$ cat src/rtl/key_expand_pkg.sv
// Shared definitions for the AES-128 key schedule engine: round count, FSM states, rcon.
package key_expand_pkg;

  localparam int AES_NROUNDS = 10;

  typedef enum logic [1:0] {
    ST_IDLE   = 2'd0,
    ST_EXPAND = 2'd1,
    ST_DONE   = 2'd2
  } state_t;

  function automatic logic [7:0] rcon(input logic [3:0] round);
    logic [7:0] rc;
    case (round)
      4'd1:    rc = 8'h01;
      4'd2:    rc = 8'h02;
      4'd3:    rc = 8'h04;
      4'd4:    rc = 8'h08;
      4'd5:    rc = 8'h10;
      4'd6:    rc = 8'h20;
      4'd7:    rc = 8'h40;
      4'd8:    rc = 8'h80;
      4'd9:    rc = 8'h1b;
      4'd10:   rc = 8'h36;
      default: rc = 8'h00;
    endcase
    return rc;
  endfunction

endpackage

$ cat src/rtl/key_expand_if.sv
// Request/readback bundle between the key schedule and its add_rkey consumers.
interface key_expand_if;
  logic [127:0] key_in;
  logic         start;
  logic [3:0]   addr;
  logic [127:0] rkey;
  logic         busy;
  logic         valid;

  modport master (output key_in, start, addr, input rkey, busy, valid);
  modport slave  (input key_in, start, addr, output rkey, busy, valid);
endinterface

$ cat src/rtl/key_expand_sbox.sv
// Combinational AES forward S-box; entry 0 sits in the most significant byte of the table.
module key_expand_sbox (
  input  logic [7:0] a,
  output logic [7:0] y
);

  localparam logic [2047:0] TBL = {
    128'h637c777bf26b6fc53001672bfed7ab76,
    128'hca82c97dfa5947f0add4a2af9ca472c0,
    128'hb7fd9326363ff7cc34a5e5f171d83115,
    128'h04c723c31896059a071280e2eb27b275,
    128'h09832c1a1b6e5aa0523bd6b329e32f84,
    128'h53d100ed20fcb15b6acbbe394a4c58cf,
    128'hd0efaafb434d338545f9027f503c9fa8,
    128'h51a3408f929d38f5bcb6da2110fff3d2,
    128'hcd0c13ec5f974417c4a77e3d645d1973,
    128'h60814fdc222a908846eeb814de5e0bdb,
    128'he0323a0a4906245cc2d3ac629195e479,
    128'he7c8376d8dd54ea96c56f4ea657aae08,
    128'hba78252e1ca6b4c6e8dd741f4bbd8b8a,
    128'h703eb5664803f60e613557b986c11d9e,
    128'he1f8981169d98e949b1e87e9ce5528df,
    128'h8ca1890dbfe6426841992d0fb054bb16
  };

  // ~a == 255 - a, so this picks the byte for entry a counting from the top.
  logic [10:0] idx;
  assign idx = {~a, 3'b000};
  assign y   = TBL[idx +: 8];

endmodule

$ cat src/rtl/key_expand.sv
// AES-128 key schedule: captures a cipher key on start and derives round keys 1..10,
// one per clock, into an 11-entry store read combinationally by round address.
module key_expand
  import key_expand_pkg::*;
#(
  parameter int NROUNDS = AES_NROUNDS
) (
  input logic        clk,
  input logic        rst,
  key_expand_if.slave bus
);

  state_t       state;
  logic [3:0]   round;
  logic         busy_q;
  logic         valid_q;
  logic [127:0] rk [0:NROUNDS];

  logic [3:0]   prev_idx;
  logic [127:0] prev_key;
  logic [127:0] next_key;
  logic [31:0]  rot_w3;
  logic [31:0]  sub_w3;
  logic [31:0]  t;
  logic [31:0]  w0n, w1n, w2n, w3n;

  assign prev_idx = round - 4'd1;
  assign prev_key = (round != 4'd0 && round <= 4'(NROUNDS)) ? rk[prev_idx] : '0;

  assign rot_w3 = {prev_key[23:0], prev_key[31:24]};

  for (genvar i = 0; i < 4; i++) begin : g_sub
    key_expand_sbox u_sbox (
      .a (rot_w3[8*i +: 8]),
      .y (sub_w3[8*i +: 8])
    );
  end

  assign t        = sub_w3 ^ {rcon(round), 24'h0};
  assign w0n      = prev_key[127:96] ^ t;
  assign w1n      = prev_key[95:64]  ^ w0n;
  assign w2n      = prev_key[63:32]  ^ w1n;
  assign w3n      = prev_key[31:0]   ^ w2n;
  assign next_key = {w0n, w1n, w2n, w3n};

  always_ff @(posedge clk or posedge rst) begin
    if (rst) begin
      state   <= ST_IDLE;
      round   <= 4'd0;
      busy_q  <= 1'b0;
      valid_q <= 1'b0;
      for (int i = 0; i <= NROUNDS; i++) rk[i] <= '0;
    end else begin
      case (state)
        ST_IDLE, ST_DONE: begin
          if (bus.start) begin
            rk[0]   <= bus.key_in;
            round   <= 4'd1;
            state   <= ST_EXPAND;
            busy_q  <= 1'b1;
            valid_q <= 1'b0;
          end
        end
        ST_EXPAND: begin
          // start is deliberately not looked at here: an expansion always runs to completion.
          rk[round] <= next_key;
          round     <= round + 4'd1;
          if (round == 4'(NROUNDS)) begin
            state   <= ST_DONE;
            busy_q  <= 1'b0;
            valid_q <= 1'b1;
          end
        end
        default: begin
          state   <= ST_IDLE;
          busy_q  <= 1'b0;
          valid_q <= 1'b0;
        end
      endcase
    end
  end

  assign bus.busy  = busy_q;
  assign bus.valid = valid_q;
  assign bus.rkey  = (bus.addr <= 4'(NROUNDS)) ? rk[bus.addr] : '0;

endmodule

$ cat src/flat_wrapper.sv
// flat-port wrapper written by rule: the top's interface ports become plain ports
module key_expand_flat import key_expand_pkg::*;
#(
  parameter int NROUNDS = AES_NROUNDS
)
  (clk, rst, bus_key_in, bus_start, bus_addr, bus_rkey, bus_busy, bus_valid);
  key_expand_if bus_i ();
  input logic clk;
  input logic rst;
  input wire logic [$bits(bus_i.key_in)-1:0] bus_key_in;
  input wire logic [$bits(bus_i.start)-1:0] bus_start;
  input wire logic [$bits(bus_i.addr)-1:0] bus_addr;
  output wire logic [$bits(bus_i.rkey)-1:0] bus_rkey;
  output wire logic [$bits(bus_i.busy)-1:0] bus_busy;
  output wire logic [$bits(bus_i.valid)-1:0] bus_valid;
  assign bus_i.key_in = bus_key_in;
  assign bus_i.start = bus_start;
  assign bus_i.addr = bus_addr;
  assign bus_rkey = bus_i.rkey;
  assign bus_busy = bus_i.busy;
  assign bus_valid = bus_i.valid;
  key_expand #(.NROUNDS(NROUNDS)) u_core (.clk(clk), .rst(rst), .bus(bus_i));
endmodule
$ cat config.mk
export PLATFORM = sky130hd
export DESIGN_NAME = key_expand_flat
export DESIGN_NICKNAME = d
export VERILOG_FILES = /design/src/rtl/key_expand_pkg.sv /design/src/rtl/key_expand_if.sv /design/src/rtl/key_expand_sbox.sv /design/src/rtl/key_expand.sv /design/src/flat_wrapper.sv
export SDC_FILE = /design/constraint.sdc
export NUM_CORES = 2
export LEC_CHECK = 0
export BUFFER_PORTS_ARGS = -buffer_cell sky130_fd_sc_hd__clkbuf_2
export CORE_AREA = 5 5 452 454
export CTS_BUF_LIST = sky130_fd_sc_hd__clkbuf_8
export CTS_CLUSTER_SIZE = 40
export DETAILED_ROUTE_END_ITERATION = 10
export DIE_AREA = 0 0 457 459
export PLACE_DENSITY_LB_ADDON = 0.25
export SYNTH_ARGS = -nofsm -noshare
export SYNTH_HDL_FRONTEND = slang
export SYNTH_HIERARCHICAL = 1
export SYNTH_SLANG_ARGS = --single-unit
$ cat constraint.sdc
create_clock -name clk -period 145.1 [get_ports clk]
set_input_delay 29.02 -clock clk [delete_from_list [all_inputs] [get_ports clk]]
set_output_delay 29.02 -clock clk [all_outputs]
set_load 0.01 [all_outputs]
---- After elaboration in Yosys (flattened, before gate mapping) ----
Memory sizes are Yosys's and may differ from the RTL's.
Cells that the tools add are included.
Widths: inputs -> output; s select.
cells by class
  order comparisons ....................... 6
  add/sub/neg operators ................... 2
  divide/modulo/power cells ............... 0
  mux-type cells .......................... 24
  $mul .................................... 0
  shift-type cells ........................ 4
  reductions and logical operators ........ 8
  bitwise logic cells ..................... 12
  equal/unequal tests ..................... 5
operator list
  kind                        count
  $shiftx 2048x12->8 const A  4
  $bwmux 1408                 1
  $bmux 128 s4                2
  $mux 128                    8
  $demux 128 s4               1
  $pmux 128 s2                1
  $xor 32x32->32              5
  $not 8->8                   4
  $ge 5x5->1 const B          3
  $not 4->5                   3
  $le 4x4->1 const B          2
  $pmux 4 s2                  1
  $lt 5x1->1 const B          1
  $add 4x1->4 const B         1
  $eq 4x4->1 const B          1
  $mux 1                      4
  $mux 2                      2
  $mux 4                      1
  $pmux 1 s2                  2
  $pmux 2 s2                  1
  $reduce_and 2->1            2
  $reduce_bool 4->1           1
  $sub 4x1->4 const B         1
  $eq 2x1->1 const B          1
  7 further kinds             8
word-level totals
  bits of input ports ..................... 135
  logic and storage cells ................. 77
  bits in read-only memories .............. 128
  bits in latches ......................... 0
  memories ................................ 1
  memory bits (writable) .................. 0
  register bits after elaboration ......... 1,416
  output and inout port bits .............. 130
memory list
  memory            depth  width  rd ports  clocked after memory_dff  wr ports  RTL line              text
  (name not given)  16     8      1         0                         0         key_expand_pkg.sv:14  case (round)

---- Depth between registers and ports, before layout ----
  depth after elaboration ................. 15
  mapped depth ............................ 38
  gate-level depth less buffers ........... 22

---- By module ----
The synthesis kept the hierarchy.
modules (own cells, without submodules)
  module           seq. area each (um^2)  area an instance (um^2)  instances  cells each
  key_expand       35,409.0               75,653.8                 1          7,118
  key_expand_sbox  0.0                    3,397.0                  4          535

---- Worst setup path before layout ----
OpenSTA, ideal clock, no wires.
  kind .................................... input -> output
  start point ............................. in bus_addr[1]
  end point ............................... out bus_rkey[101]
  path slack .............................. 85,000 ps
  required time ........................... 116,080 ps
  stages .................................. 8
  path buffers ............................ 5
  arrival ................................. 31,080 ps
  cell sequence ........................... clkbuf_1 > clkbuf_1 > buf_1 > nand2_1 > nand3b_1 > clkbuf_1 > clkbuf_1 > o22ai_1
on the way
  longest elaborated chain between the ends .. 5
  elaborated cells between the ends (all ways) .. 6
  classes of those cells .................. 1 x order compare; 4 x mux; 1 x bitwise
ends and longest elaborated chain
  what                                         RTL line            text
  start: declaration                           flat_wrapper.sv:12  input wire logic [$bits(bus_i.addr)-1:0] bus_addr;
  $not 4->5 (not written as such)              key_expand.sv:85    assign bus.rkey = (bus.addr <= 4'(NROUNDS)) ? rk[bus.addr] : '0;
  $bmux 128 s4                                 key_expand.sv:85
  $mux 128 (not written as such) (2 in a row)  key_expand.sv:85
  $mux 128 (*)                                 key_expand.sv:85
  end: declaration                             flat_wrapper.sv:13  output wire logic [$bits(bus_i.rkey)-1:0] bus_rkey;
Every way passes the cells marked *; elsewhere a longest branch is shown, timed or not. The select of a mux whose other input is x is not followed.

---- Worst setup path in the final report ----
  start point ............................. in bus_addr[0]
  end point ............................... out bus_rkey[51]
Same word-level chain as after synthesis.

==> results.toml <==
[global_route]
met3_usage_pct = 12.0
grt_use_met2_pct = 53.2
grt_use_total_pct = 36.8
grt_overflow = 0
busiest_layer = "met2"
met1_usage_pct = 46.2
first_global_vias = 77800
grt_max_degree = 181
antenna_found_initial = 33
grt_pass1_wl_um = 570000

[drt]
detail-route-antenna-nets = 0
drtIter0Drc = 10900
firstDrtPassIters = 6
wl_per_cell_um = 33.3
drcViolationCount = 0
via_per_inst = 6.78
wl_um = 398000
num_vias = 81100

[yosys]
syn_inst = 9258
async_reset_ff_share_pct = 100
synth_area_um2 = 89200
synth.distinct_cells = 90
synth_edf_count = 0
synth-seq-cells = 1415
synth_nets = 9456
synth_seq_area_share_pct = 39.7
syn_avg_cell_area_um2 = 9.64
synth_warnings = 6
synthFlopType = "dfrtp_1"

[clock_tree]
cts_sinks = 1415
cts_tree = "built"
cts_root_buf = "clkbuf_8"
clk_latency_ps = 1090
clk_pin_slew_ps = 50
htreeDepth = 5
numCtsBuffers = 274
cts_resized = 0
holdBufCountCts = 0
cts_setup_buffers = 0
cts.path.max_buffers = 4

[sta]
skew_ps = 124
hold_viol = 0
fin_crit_ps = 63120
finalSetupTns_ps = 0
fmax_mhz = 15.8
tightest_slew_ps = 1420
rsz0062_at_grt = "no"
setup_viol_count_final = 0
slew_viol_final = 0
min_period_over_period_pct = 43.5
slew_headroom_pct = 4.71
layout_setup_ws_ps = 81980

[worst_hold_path]
holdCritStartpoint = "u_core/rk[453]$_DFFE_PP0P_"
min_path_type = "register to register"

[setup_path]
worstSetupEndpointType = "primary output"
cpLargestDelayFamily = "buffers and inverters"
arrival_ps = 34100
critPathLaunchType = "input port"
cp.buffers_inverters = 6
cp_slowest_cell = "buf_4"
path_max_fanout = 110
r2r-start = "u_core/round[0]$_DFFE_PP0P_"
worstPathRequired_ps = 116080
crit_start = "bus_addr[0]"
cp_cell_sequence = "buf_8 > buf_12 > buf_4 > buf_4 > buf_4 > mux4_2 > mux2i_1 > o22ai_1 > clkbuf_2"
critPathKind = "input port to primary output"
crit_path_max_incr_delay_ps = 850
crit_top_cell = "buf_4"

[finish]
n_fill_cell = 18400
multiInputGateArea_um2 = 49800
fin_area_um2 = 97500
final_nets = 9323
most-common-layout-cells = "nand2_1, dfrtp_1, o21ai_0"
regArea_um2 = 35400
layout-drive-gt1-share_pct = 19.8
final_common_cell = "nand2_1"
area_delta_synth_final_pct = 9.28

[floorplanning]
start_util_pct = 44.8
die_w_um = 457
die_h_um = 459
core-area_um2 = 199000
design.portCount = 265
dieArea_um2 = 210000
num_rows = 164

[placed_design]
post-place-ws_ps = 81970
port_buffers = 264
place_area_um2 = 92200
dpl.hpwl_um = 254000
gp_congestion = 1.02

[outcome]
run_status = "finished clean"

[flow_run]
max-cap-violations = 0
-- layout make-up --
class | count | share of cell area [%]
multi-input combinational | 6865 | 51.1
sequential | 1415 | 36.3
clock buffer | 341 | 4.81
timing repair buffer | 510 | 3.48
tap | 2656 | 3.41
clock inverter | 97 | 0.612
inverter | 59 | 0.237
antenna | 26 | 0.0667
-- cell usage after synthesis, drive strengths merged (19+ instances only) --
| cell type | n | area, um2 |
|---|---|---|
| a211oi | 45 | 350 |
| a21o | 25 | 188 |
| a21oi | 412 | 2080 |
| a221o | 105 | 1050 |
| a221oi | 68 | 652 |
| a22oi | 28 | 210 |
| a311oi | 48 | 420 |
| a31oi | 94 | 588 |
| and2 | 40 | 250 |
| buf | 420 | 2540 |
| clkbuf | 499 | 1870 |
| dfrtp | 1415 | 35400 |
| ha | 63 | 788 |
| inv | 59 | 221 |
| mux2 | 273 | 3090 |
| mux2i | 387 | 3870 |
| mux4 | 464 | 10500 |
| nand2 | 1516 | 5730 |
| nand2b | 100 | 686 |
| nand3 | 199 | 996 |
| nand4 | 25 | 156 |
| nor2 | 434 | 1650 |
| nor2b | 73 | 517 |
| nor3 | 80 | 400 |
| nor4 | 19 | 125 |
| o211ai | 144 | 1080 |
| o21ai | 1434 | 7190 |
| o221ai | 38 | 333 |
| o22ai | 220 | 1380 |
| o2bb2ai | 21 | 184 |
| o311ai | 32 | 280 |
| o31ai | 75 | 703 |
| o32ai | 20 | 175 |
| xnor2 | 42 | 510 |
| xor2 | 139 | 1350 |
-- worst paths after layout --
kind | end | slack [ps] | cells past startpoint
max in group asynchronous | u_core/rk[1138]$_DFFE_PP0P_ | 111870 | 7
worst max-delay path | bus_rkey[51] | 81980 | 9
worst max register to register | u_core/rk[1340]$_DFFE_PP0P_ | 135030 | 21
min in group asynchronous | u_core/rk[1320]$_DFFE_PP0P_ | 28090 | 2
worst min-delay path | u_core/rk[453]$_DFFE_PP0P_ | 500 | 2
worst min register to register | u_core/rk[453]$_DFFE_PP0P_ | 500 | 2
-- worst reg2reg max path, stage by stage (launching register included) --
cell      delay, ps
dfrtp_4         740
inv_4           350
ha_4            600
nor2b_4         250
buf_4           640
buf_4           710
nand2_1         130
o211ai_1        130
o211ai_1        180
a21oi_4         600
buf_4           660
inv_2           470
nor4_1          750
a31oi_1         120
nand4_1         140
nand4_1         150
xnor2_1         710
nor4b_1         140
and4bb_1        590
xor2_1         1010
and2_1          660
a221o_1         210
-- stage by stage --
step                      hold slack (ps)  util [%]  instances
after global routing                  519      48.9      12000
after detailed placement              487      46.3      11500
after floorplan                       460         -       9258
after global placement                474      46.3      11500
after CTS                             499      48.9      11900
final                                 497      48.9      12000
-- registers in the layout, indices dropped and copies added, names as in the netlist --
name and cells:
u_core/bus.busy 1, u_core/state 2, u_core/round 4, u_core/rk 1408
-- cell families after synthesis --
family	count (synthesis)	synth area share (%)
adder cells (fa/ha/maj)	63	0.883
buffers and inverters	978	5.19
multiplexers	1124	19.5
AND/OR/NAND/NOR	2573	12.5
flip-flops	1415	39.7
XOR/XNOR	181	2.08
AO/OA/AOI/OAI	2924	20.2
-- per-layer routing --
layer  routed length, um  vias to the layer above
met5                 164                        -
met4               34000                       26
met3               47200                     1315
met2              169000                     5431
met1              148000                    40500
li1                    -                    33900
Power is left out: the tool's default activity adds up to more than one toggle a clock period on the data nets, which glitch-free logic cannot reach.
